### src/rtl/alu_op_sequencer_if.sv
// alu_op_sequencer_if
//  Bundles the command port, the ALU drive/return lines and the response port
//  of the ALU operation sequencer.
//  Modports:
//   master : the sequencer (accepts commands, drives the ALU, issues responses)
//   slave  : the environment (command source, ALU instance, response sink)
//  Signals:
//   cmd_valid/cmd_ready/cmd_op/cmd_data  command handshake, opcode, immediate
//   alu_s/alu_a/alu_b/alu_y               ALU select, operands, WIDTH+1 result
//   rsp_valid/rsp_ready/rsp_data          response handshake and captured result
interface alu_op_sequencer_if #(
  parameter int unsigned WIDTH = 16,
  parameter int unsigned OP_W  = 4
) ();
  logic             cmd_valid;
  logic             cmd_ready;
  logic [OP_W-1:0]  cmd_op;
  logic [WIDTH-1:0] cmd_data;
  logic [OP_W-1:0]  alu_s;
  logic [WIDTH-1:0] alu_a;
  logic [WIDTH-1:0] alu_b;
  logic [WIDTH:0]   alu_y;
  logic             rsp_valid;
  logic             rsp_ready;
  logic [WIDTH:0]   rsp_data;

  modport master (
    input  cmd_valid, cmd_op, cmd_data, alu_y, rsp_ready,
    output cmd_ready, alu_s, alu_a, alu_b, rsp_valid, rsp_data
  );

  modport slave (
    output cmd_valid, cmd_op, cmd_data, alu_y, rsp_ready,
    input  cmd_ready, alu_s, alu_a, alu_b, rsp_valid, rsp_data
  );
endinterface

### src/rtl/alu_op_sequencer.sv
// alu_op_sequencer
//  Initiator side of the combinational ALU (s/a/b -> y). Accepts one command at a
//  time, drives select and operands into the ALU, captures the result into an
//  accumulator and returns it on a valid/ready response port.
//  Ports:
//   clk      rising-edge clock
//   rst_n    synchronous active-low reset
//   bus      alu_op_sequencer_if.master (command, ALU and response signals)
//   acc      current accumulator (also driven onto bus.alu_a)
//  Optional build macro ALU_SEQ_FLAGS_EN adds outputs flag_c (captured carry)
//  and flag_z (captured low WIDTH bits are zero), registered with rsp_data.
module alu_op_sequencer #(
  parameter int unsigned      WIDTH    = 16,
  parameter int unsigned      OP_W     = 4,
  parameter logic [WIDTH-1:0] ACC_INIT = '0
) (
  input  logic               clk,
  input  logic               rst_n,
  alu_op_sequencer_if.master bus,
  output logic [WIDTH-1:0]   acc
`ifdef ALU_SEQ_FLAGS_EN
  ,
  output logic               flag_c,
  output logic               flag_z
`endif
);

  localparam logic [OP_W-1:0] OpLoad  = OP_W'(4'b1000);
  localparam logic [OP_W-1:0] OpClear = OP_W'(4'b1111);

  typedef enum logic [1:0] {StIdle, StExec, StResp} state_e;

  state_e           state_q, state_d;
  logic [WIDTH-1:0] acc_q, acc_d;
  logic [WIDTH:0]   rsp_q, rsp_d;
  logic [OP_W-1:0]  sel_q, sel_d;
  logic [WIDTH-1:0] opb_q, opb_d;

  // cap_en marks the cycle in which a result (ALU or immediate) is captured.
  logic             cap_en;
  logic [WIDTH:0]   cap_val;

  always_ff @(posedge clk) begin
    if (!rst_n) begin
      state_q <= StIdle;
      acc_q   <= ACC_INIT;
      rsp_q   <= '0;
      sel_q   <= '0;
      opb_q   <= '0;
    end else begin
      state_q <= state_d;
      acc_q   <= acc_d;
      rsp_q   <= rsp_d;
      sel_q   <= sel_d;
      opb_q   <= opb_d;
    end
  end

  always_comb begin
    state_d = state_q;
    sel_d   = sel_q;
    opb_d   = opb_q;
    cap_en  = 1'b0;
    cap_val = '0;
    unique case (state_q)
      StIdle: begin
        if (bus.cmd_valid) begin
          sel_d = bus.cmd_op;
          opb_d = bus.cmd_data;
          if (bus.cmd_op == OpLoad) begin
            cap_en  = 1'b1;
            cap_val = {1'b0, bus.cmd_data};
            state_d = StResp;
          end else if (bus.cmd_op == OpClear) begin
            cap_en  = 1'b1;
            cap_val = {1'b0, ACC_INIT};
            state_d = StResp;
          end else begin
            state_d = StExec;
          end
        end
      end
      StExec: begin
        cap_en  = 1'b1;
        cap_val = bus.alu_y;
        state_d = StResp;
      end
      StResp: begin
        if (bus.rsp_ready) state_d = StIdle;
      end
      default: state_d = StIdle;
    endcase
    acc_d = cap_en ? cap_val[WIDTH-1:0] : acc_q;
    rsp_d = cap_en ? cap_val : rsp_q;
  end

  // Gated by rst_n so nothing is offered as accepted while reset is held.
  assign bus.cmd_ready = (state_q == StIdle) && rst_n;
  assign bus.rsp_valid = (state_q == StResp);
  assign bus.rsp_data  = rsp_q;
  assign bus.alu_s     = sel_q;
  assign bus.alu_a     = acc_q;
  assign bus.alu_b     = opb_q;
  assign acc           = acc_q;

`ifdef ALU_SEQ_FLAGS_EN
  logic flag_c_q, flag_z_q;

  always_ff @(posedge clk) begin
    if (!rst_n) begin
      flag_c_q <= 1'b0;
      flag_z_q <= 1'b0;
    end else if (cap_en) begin
      flag_c_q <= cap_val[WIDTH];
      flag_z_q <= (cap_val[WIDTH-1:0] == '0);
    end
  end

  assign flag_c = flag_c_q;
  assign flag_z = flag_z_q;
`endif

endmodule

### src/flat_wrapper.sv
// flat-port wrapper written by rule: the top's interface ports become plain ports
module alu_op_sequencer_flat 
#(
  parameter int unsigned      WIDTH    = 16,
  parameter int unsigned      OP_W     = 4,
  parameter logic [WIDTH-1:0] ACC_INIT = '0
)
  (clk, rst_n, acc, bus_cmd_valid, bus_cmd_op, bus_cmd_data, bus_alu_y, bus_rsp_ready, bus_cmd_ready, bus_alu_s, bus_alu_a, bus_alu_b, bus_rsp_valid, bus_rsp_data);
  alu_op_sequencer_if #(.WIDTH(WIDTH), .OP_W(OP_W)) bus_i ();
  input  logic clk;
  input  logic rst_n;
  output logic [WIDTH-1:0] acc;
  input wire logic [$bits(bus_i.cmd_valid)-1:0] bus_cmd_valid;
  input wire logic [$bits(bus_i.cmd_op)-1:0] bus_cmd_op;
  input wire logic [$bits(bus_i.cmd_data)-1:0] bus_cmd_data;
  input wire logic [$bits(bus_i.alu_y)-1:0] bus_alu_y;
  input wire logic [$bits(bus_i.rsp_ready)-1:0] bus_rsp_ready;
  output wire logic [$bits(bus_i.cmd_ready)-1:0] bus_cmd_ready;
  output wire logic [$bits(bus_i.alu_s)-1:0] bus_alu_s;
  output wire logic [$bits(bus_i.alu_a)-1:0] bus_alu_a;
  output wire logic [$bits(bus_i.alu_b)-1:0] bus_alu_b;
  output wire logic [$bits(bus_i.rsp_valid)-1:0] bus_rsp_valid;
  output wire logic [$bits(bus_i.rsp_data)-1:0] bus_rsp_data;
  assign bus_i.cmd_valid = bus_cmd_valid;
  assign bus_i.cmd_op = bus_cmd_op;
  assign bus_i.cmd_data = bus_cmd_data;
  assign bus_i.alu_y = bus_alu_y;
  assign bus_i.rsp_ready = bus_rsp_ready;
  assign bus_cmd_ready = bus_i.cmd_ready;
  assign bus_alu_s = bus_i.alu_s;
  assign bus_alu_a = bus_i.alu_a;
  assign bus_alu_b = bus_i.alu_b;
  assign bus_rsp_valid = bus_i.rsp_valid;
  assign bus_rsp_data = bus_i.rsp_data;
  alu_op_sequencer #(.WIDTH(WIDTH), .OP_W(OP_W), .ACC_INIT(ACC_INIT)) u_core (.clk(clk), .rst_n(rst_n), .bus(bus_i), .acc(acc));
endmodule
### config.mk
export PLATFORM = sky130hd
export DESIGN_NAME = alu_op_sequencer_flat
export DESIGN_NICKNAME = d
export VERILOG_FILES = /design/src/rtl/alu_op_sequencer_if.sv /design/src/rtl/alu_op_sequencer.sv /design/src/flat_wrapper.sv
export SDC_FILE = /design/constraint.sdc
export NUM_CORES = 1
export LEC_CHECK = 0
export ABC_AREA = 1
export CELL_PAD_IN_SITES_DETAIL_PLACEMENT = 1
export CELL_PAD_IN_SITES_GLOBAL_PLACEMENT = 1
export CORE_MARGIN = 1.5
export CORE_UTILIZATION = 24
export DETAILED_ROUTE_END_ITERATION = 10
export PLACE_DENSITY = 0.77
export SYNTH_ARGS = -nofsm -noshare
export SYNTH_HDL_FRONTEND = slang
export SYNTH_SLANG_ARGS = --single-unit
### constraint.sdc
create_clock -name clk -period 1.2 [get_ports clk]
set_input_delay 0.24 -clock clk [delete_from_list [all_inputs] [get_ports clk]]
set_output_delay 0.24 -clock clk [all_outputs]
set_load 0.01 [all_outputs]
==> results.cfg, run 1 <==
[final_layout]
layoutNonFillerInstCount = 461
diodes = 0
area_growth_pct = 82.7
final_nets = 398
final.fill_count = 959
utilization = 0.451
drive_gt1_frac = 0.371

[timing]
fmax_mhz = 719
worst_pin_slew_ns = 0.456
rsz0062_at_grt = true
setup_slack_ns = -0.190
fin_crit_sh = 1.16
drv_slew = 0
relSlewSlack = 0.696
hold_violations = 0
setup_viol = 38
fin_skew_ns = 0.00523
post-route-min-period_ns = 1.39
setup_tns_ns = -3.07

[placed_design]
place_ws_ns = -0.653
port_buffers = 111
dp.cells = 433
routabilityCongestion = 0.735
dp_hpwl_um = 5070

[synth]
synth_compound_area_frac = 0.157
synth_largest_area_cell = dfxtp_1
syn_area_per_cell_sq_um = 8.52
yosys-top-cells-area = dfxtp_1 (38%), buf_4 (12%), nand3_1 (9.9%)
synthCells = 238
ys_async_sr_fraction = 0
ys_seq_area_frac = 0.385
synth-edff-count = 0
yosys_warnings = 0
synth_cell_types = 24
netlist_area_sq_um = 2030
synthAdderAreaFrac = 0
synth_top_family_by_area = simple AND/OR/NAND/NOR gates
synth.most_common_cell = nand3_1
synthXorXnorAreaFrac = 0
synth-simple-area-share = 0.239
syn_nets = 279
synthMuxAreaShare = 0
synth_flop_cell = dfxtp_1
synth_top_area_frac = 0.385
ys_ff_latch = 39
synthTopCellsByCount = nand3_1 (40), dfxtp_1 (39), a21oi_1 (33)

[critical_path]
max_stage_delay_ns = 0.36
path_class = register to primary output
crit_family = flip-flops
path_cells = buf_6 > nor3_4 > buf_2
cp_max_fo = 3
path_buf_inv = 2
critPathRequiredTime_ns = 0.96
cp-end-kind = primary output
start_kind = register
arrival_ns = 1.15
slowest_stage = dfxtp_4

[floorplan]
rows = 33
initial_core_util = 0.247
core_area_sq_um = 8220
io_pins = 112
dieArea_sq_um = 9010
dieHeight_um = 94.9
dieWidth_um = 94.9

[job]
maxCapViolCount = 0

[status]
failed_checks = setup timing
run_status = finished with violations

[global_route]
track_usage = 0.181
grt_max_degree = 35
antenna_found_initial = 0
grt_pass1_wl_um = 12200
grt_pass1_vias = 2269
overflow = 0

[routing]
routed_via_density = 4.64
wirelength_um = 7980
vias = 2139
dr.pass1.iters = 4
initialDrtViolationCount = 49
drc = 0
wire_per_inst_um = 17.3
ant_nets = 0

[clocking]
clock_sinks = 39
cts_root_buf = clkbuf_8
clock_latency_ns = 0.29
numCtsBuffers = 5
path_clk_slew_ns = 0.07
cts_tree = done
cts_hold_buf = 0
cts-htree-levels = 2
cts_max_path_buffers = 2

[power]
p_leak_nw = 1.60
peakVddDrop_v = 0.000449
total_power_mw = 3.50
power_density_nw_per_um2 = 944

[min_path]
hold_class = input pin to register
[where the power goes]
group	switching (mW)	total (mW)	internal, mW	leakage [nW]
registers	0.0612	1.45	1.39	0.327
clock network	0.446	0.834	0.388	0.0371
logic	0.575	1.22	0.645	1.24
[placed cells by master, fill, tap and decap left out, types with 13 or more instances in the layout]
| cell type | netlist | layout |
|---|---|---|
| dfxtp_1 | 39 | 24 |
| a21oi_1 | 33 | 22 |
| dfxtp_2 | 0 | 13 |
| dlygate4sd2_1 | 0 | 41 |
| clkdlybuf4s50_1 | 0 | 34 |
| nand2_1 | 22 | 17 |
| clkdlybuf4s15_1 | 0 | 22 |
| o21a_1 | 16 | 16 |
| nand3_1 | 40 | 32 |
| buf_4 | 32 | 13 |
| buf_6 | 5 | 22 |
[stage by stage]
stage | hold WS (ns) | instance area [sq um]
after floorplan | 0.344 | 2030
final | 0.391 | 3710
after global placement | 0.447 | 3090
after CTS | 0.387 | 3600
after global routing | 0.416 | 3710
after detailed placement | 0.455 | 3090
[registers in the layout (all words and copies together), names as in the netlist]
signal and cells:
u_core.bus.alu_s 4, u_core.bus.alu_b 16, u_core.acc 15, u_core.bus.rsp_data 2
u_core.state_q 2
[timing repair]
action / in CTS / in global routing
cloned: 6 / 1
pin swaps: 22 / 16
resized for setup: 177 / 63
setup buffers: 11 / 4
setup endpoints to repair: 110 / 75
[layer usage]
| layer | part of all wire | GRT usage | vias to the layer above |
|---|---|---|---|
| met1 | 0.42 | 0.216 | 1038 |
| met4 | 0.0098 | 0.0448 | 0 |
| li1 | - | - | 1020 |
| met5 | 0 | 0 | - |
| met2 | 0.51 | 0.326 | 72 |
| met3 | 0.060 | 0.0427 | 9 |
[cell type report]
cell class	instances	area [sq um]	area share
well taps	105	131	0.0354
inverters	8	36.3	0.00979
clock buffers	6	72.6	0.0196
flip-flops and latches	39	805	0.217
multi-input cells	147	1090	0.294
repair buffers	156	1570	0.424
[path summary, 6_finish.rpt]
kind / from / to / slack (ns) / cells past startpoint
hold reg to reg: u_core.bus.alu_b[8]$_SDFFE_PN0P_ / u_core.bus.alu_b[8]$_SDFFE_PN0P_ / 0.46 / 2
hold / removal: bus_cmd_op[3] / u_core.bus.alu_s[3]$_SDFFE_PN0P_ / 0.39 / 3
setup / recovery: u_core.state_q[1]$_SDFFE_PN0P_ / bus_cmd_ready / -0.19 / 3
setup reg to reg: u_core.state_q[1]$_SDFFE_PN0P_ / u_core.acc[6]$_SDFFE_PN0P_ / -0.14 / 7
[cells by family after synthesis]
kind of cell | after synthesis
AND/OR/NAND/NOR | 89
AO/OA/AOI/OAI | 55
buffers and inverters | 55
flip-flops | 39
[worst register-to-register path: stages, from the launching register on]
cell	delay [ns]
dfxtp_4	0.36
buf_6	0.12
nor2_4	0.13
buf_6	0.14
buf_12	0.13
nand3_4	0.07
o21a_1	0.19
a21oi_2	0.13
Power figures use the tool's default switching activity.
==> inputs of run 2 (changes only) <==
--- a/config.mk
+++ b/config.mk
@@ -6,11 +6,13 @@
 export NUM_CORES = 1
 export LEC_CHECK = 0
 export ABC_AREA = 1
+export ABC_CLOCK_PERIOD_IN_PS = 1200
 export CELL_PAD_IN_SITES_DETAIL_PLACEMENT = 1
 export CELL_PAD_IN_SITES_GLOBAL_PLACEMENT = 1
 export CORE_MARGIN = 1.5
 export CORE_UTILIZATION = 24
 export DETAILED_ROUTE_END_ITERATION = 10
+export GPL_TIMING_DRIVEN = 0
 export PLACE_DENSITY = 0.77
 export SYNTH_ARGS = -nofsm -noshare
 export SYNTH_HDL_FRONTEND = slang
==> results.cfg, run 2 (same netlist as run 1, synthesis figures left out) <==
[status]
run_status = finished with violations
failed_checks = setup timing

[critical_path]
arrival_ns = 1.57
start_kind = register
critPathRequiredTime_ns = 1.39
cpMostUsedCell = buf_8
cp_max_fo = 5
cp-end-kind = register
path_buf_inv = 4
slowest_stage = dfxtp_4
crit_family = buffers and inverters
path_cells = buf_6 > nor2_4 > buf_12 > buf_8 > nand2_8 > buf_8 > o21ai_2 > nor2_1
max_stage_delay_ns = 0.35
path_class = register to register

[clocking]
clock_latency_ns = 0.30
cts_hold_buf = 0
numCtsBuffers = 5
cts-htree-levels = 2
cts_max_path_buffers = 2
cts_root_buf = clkbuf_8
path_clk_slew_ns = 0.08
clock_sinks = 39
cts_tree = done

[timing]
setup_tns_ns = -5.54
rsz0062_at_grt = true
hold_violations = 0
drv_slew = 0
fmax_mhz = 726
relSlewSlack = 0.509
fin_skew_ns = 0.0114
fin_crit_sh = 1.15
setup_viol = 57
worst_pin_slew_ns = 0.737
setup_slack_ns = -0.178
post-route-min-period_ns = 1.38

[routing]
wl_met1_um = 3640
drc = 0
wirelength_um = 8890
routed_via_density = 4.61
wire_per_inst_um = 17.5
met2_length_um = 4690
initialDrtViolationCount = 65
dr.pass1.iters = 4
vias = 2340
highest_layer = met4
wl_met3_um = 499
ant_nets = 0

[power]
switching_share = 0.321
power_density_nw_per_um2 = 887
switchingPower_mw = 1.25
peakVddDrop_v = 0.000466
p_int_mw = 2.65
p_clk_frac = 0.235
p_leak_nw = 1.93
combPwrFrac = 0.389
seqPwrFrac = 0.376

[final_layout]
diodes = 0
most-common-layout-cells = buf_6 (84), nand3_1 (34), clkdlybuf4s50_1 (34)
area_growth_pct = 117
drive_gt1_frac = 0.603
final_nets = 443
largest_reg_flops = 16
regArea_sq_um = 818
multi_input_comb_area_sq_um = 1180
layout_commonest_cell = buf_6
final.fill_count = 914

[placed_design]
port_buffers = 110
dp_hpwl_um = 5350
routabilityCongestion = 0.759
place_ws_ns = -0.982

[floorplan]
io_pins = 112
initial_core_util = 0.247
core_area_sq_um = 8220
dieHeight_um = 94.9
dieWidth_um = 94.9
dieArea_sq_um = 9010
rows = 33

[global_route]
grt_pass1_vias = 2436
antenna_found_initial = 0
track_usage = 0.189
grt_pass1_wl_um = 12900
grt_max_degree = 14
overflow = 0

[min_path]
hold_class = input pin to register

[job]
maxCapViolCount = 0
## run 2: cell count changes in the layout (fill, tap and decap cells not counted), sizes merged
cell,delta
clkinvlp,+2
bufbuf,-2
clkinv,+1
clkdlybuf4s15,-8
nand2,-3
dlygate4sd2,-21
buf,+78
## run 2: timing repair
| action | CTS | global route |
|---|---|---|
| pin swaps | 26 | 11 |
| gates cloned | 4 | 0 |
| buffers inserted | 41 | 9 |
| setup endpoints to repair | 110 | 83 |
| resized for setup | 322 | 105 |
## run 2: path summary, 6_finish.rpt
| check | startpoint | depth (start not counted) | endpoint | slack (ns) |
|---|---|---|---|---|
| setup / recovery | u_core.state_q[1]$_SDFFE_PN0P_ | 8 | u_core.bus.alu_s[2]$_SDFFE_PN0P_ | -0.18 |
| hold / removal | bus_cmd_valid | 3 | u_core.bus.alu_b[1]$_SDFFE_PN0P_ | 0.30 |
| setup reg to reg | u_core.state_q[1]$_SDFFE_PN0P_ | 8 | u_core.bus.alu_s[2]$_SDFFE_PN0P_ | -0.18 |
| hold reg to reg | u_core.bus.alu_b[3]$_SDFFE_PN0P_ | 2 | u_core.bus.alu_b[3]$_SDFFE_PN0P_ | 0.47 |
## run 2: through the flow
stage | util | total power, mW | area, sq um | std cells | hold WS, ns
after floorplan | - | 1.95 | 2030 | 238 | 0.344
after CTS | 0.489 | 3.71 | 4020 | 500 | 0.280
after global placement | 0.397 | 2.46 | 3260 | 453 | 0.448
after global routing | 0.535 | 4.08 | 4390 | 508 | 0.293
final | 0.535 | 3.90 | 4390 | 508 | 0.298
after detailed placement | 0.397 | 2.49 | 3260 | 453 | 0.456
## run 2: layer usage
metal  vias to the layer above  track usage
met5                         -            0
met2                        74        0.346
met3                         5       0.0427
li1                       1112            -
met1                      1149        0.226
met4                         0       0.0299
## run 2: worst register-to-register path: stages (launching register included)
cell	delay, ns
dfxtp_4	0.35
buf_6	0.12
nor2_4	0.15
buf_12	0.14
buf_8	0.11
nand2_8	0.09
buf_8	0.17
o21ai_2	0.11
nor2_1	0.05
## run 2: power groups by stage
stage	clock network [mW]	logic (mW)	registers (mW)
floorplan	0	0.441	1.51
global placement	0	0.981	1.48
detailed placement	0	1.01	1.48
CTS	0.932	1.33	1.45
global route	1.00	1.60	1.48
finish	0.915	1.52	1.47
## run 2: cell type report
class                      instances  share of cell area
timing repair buffer             164               0.378
multi-input combinational        144               0.269
sequential                        39               0.186
buffer                            40               0.108
tap                              105              0.0299
clock buffer                       5              0.0157
inverter                           8             0.00911
clock inverter                     3             0.00456
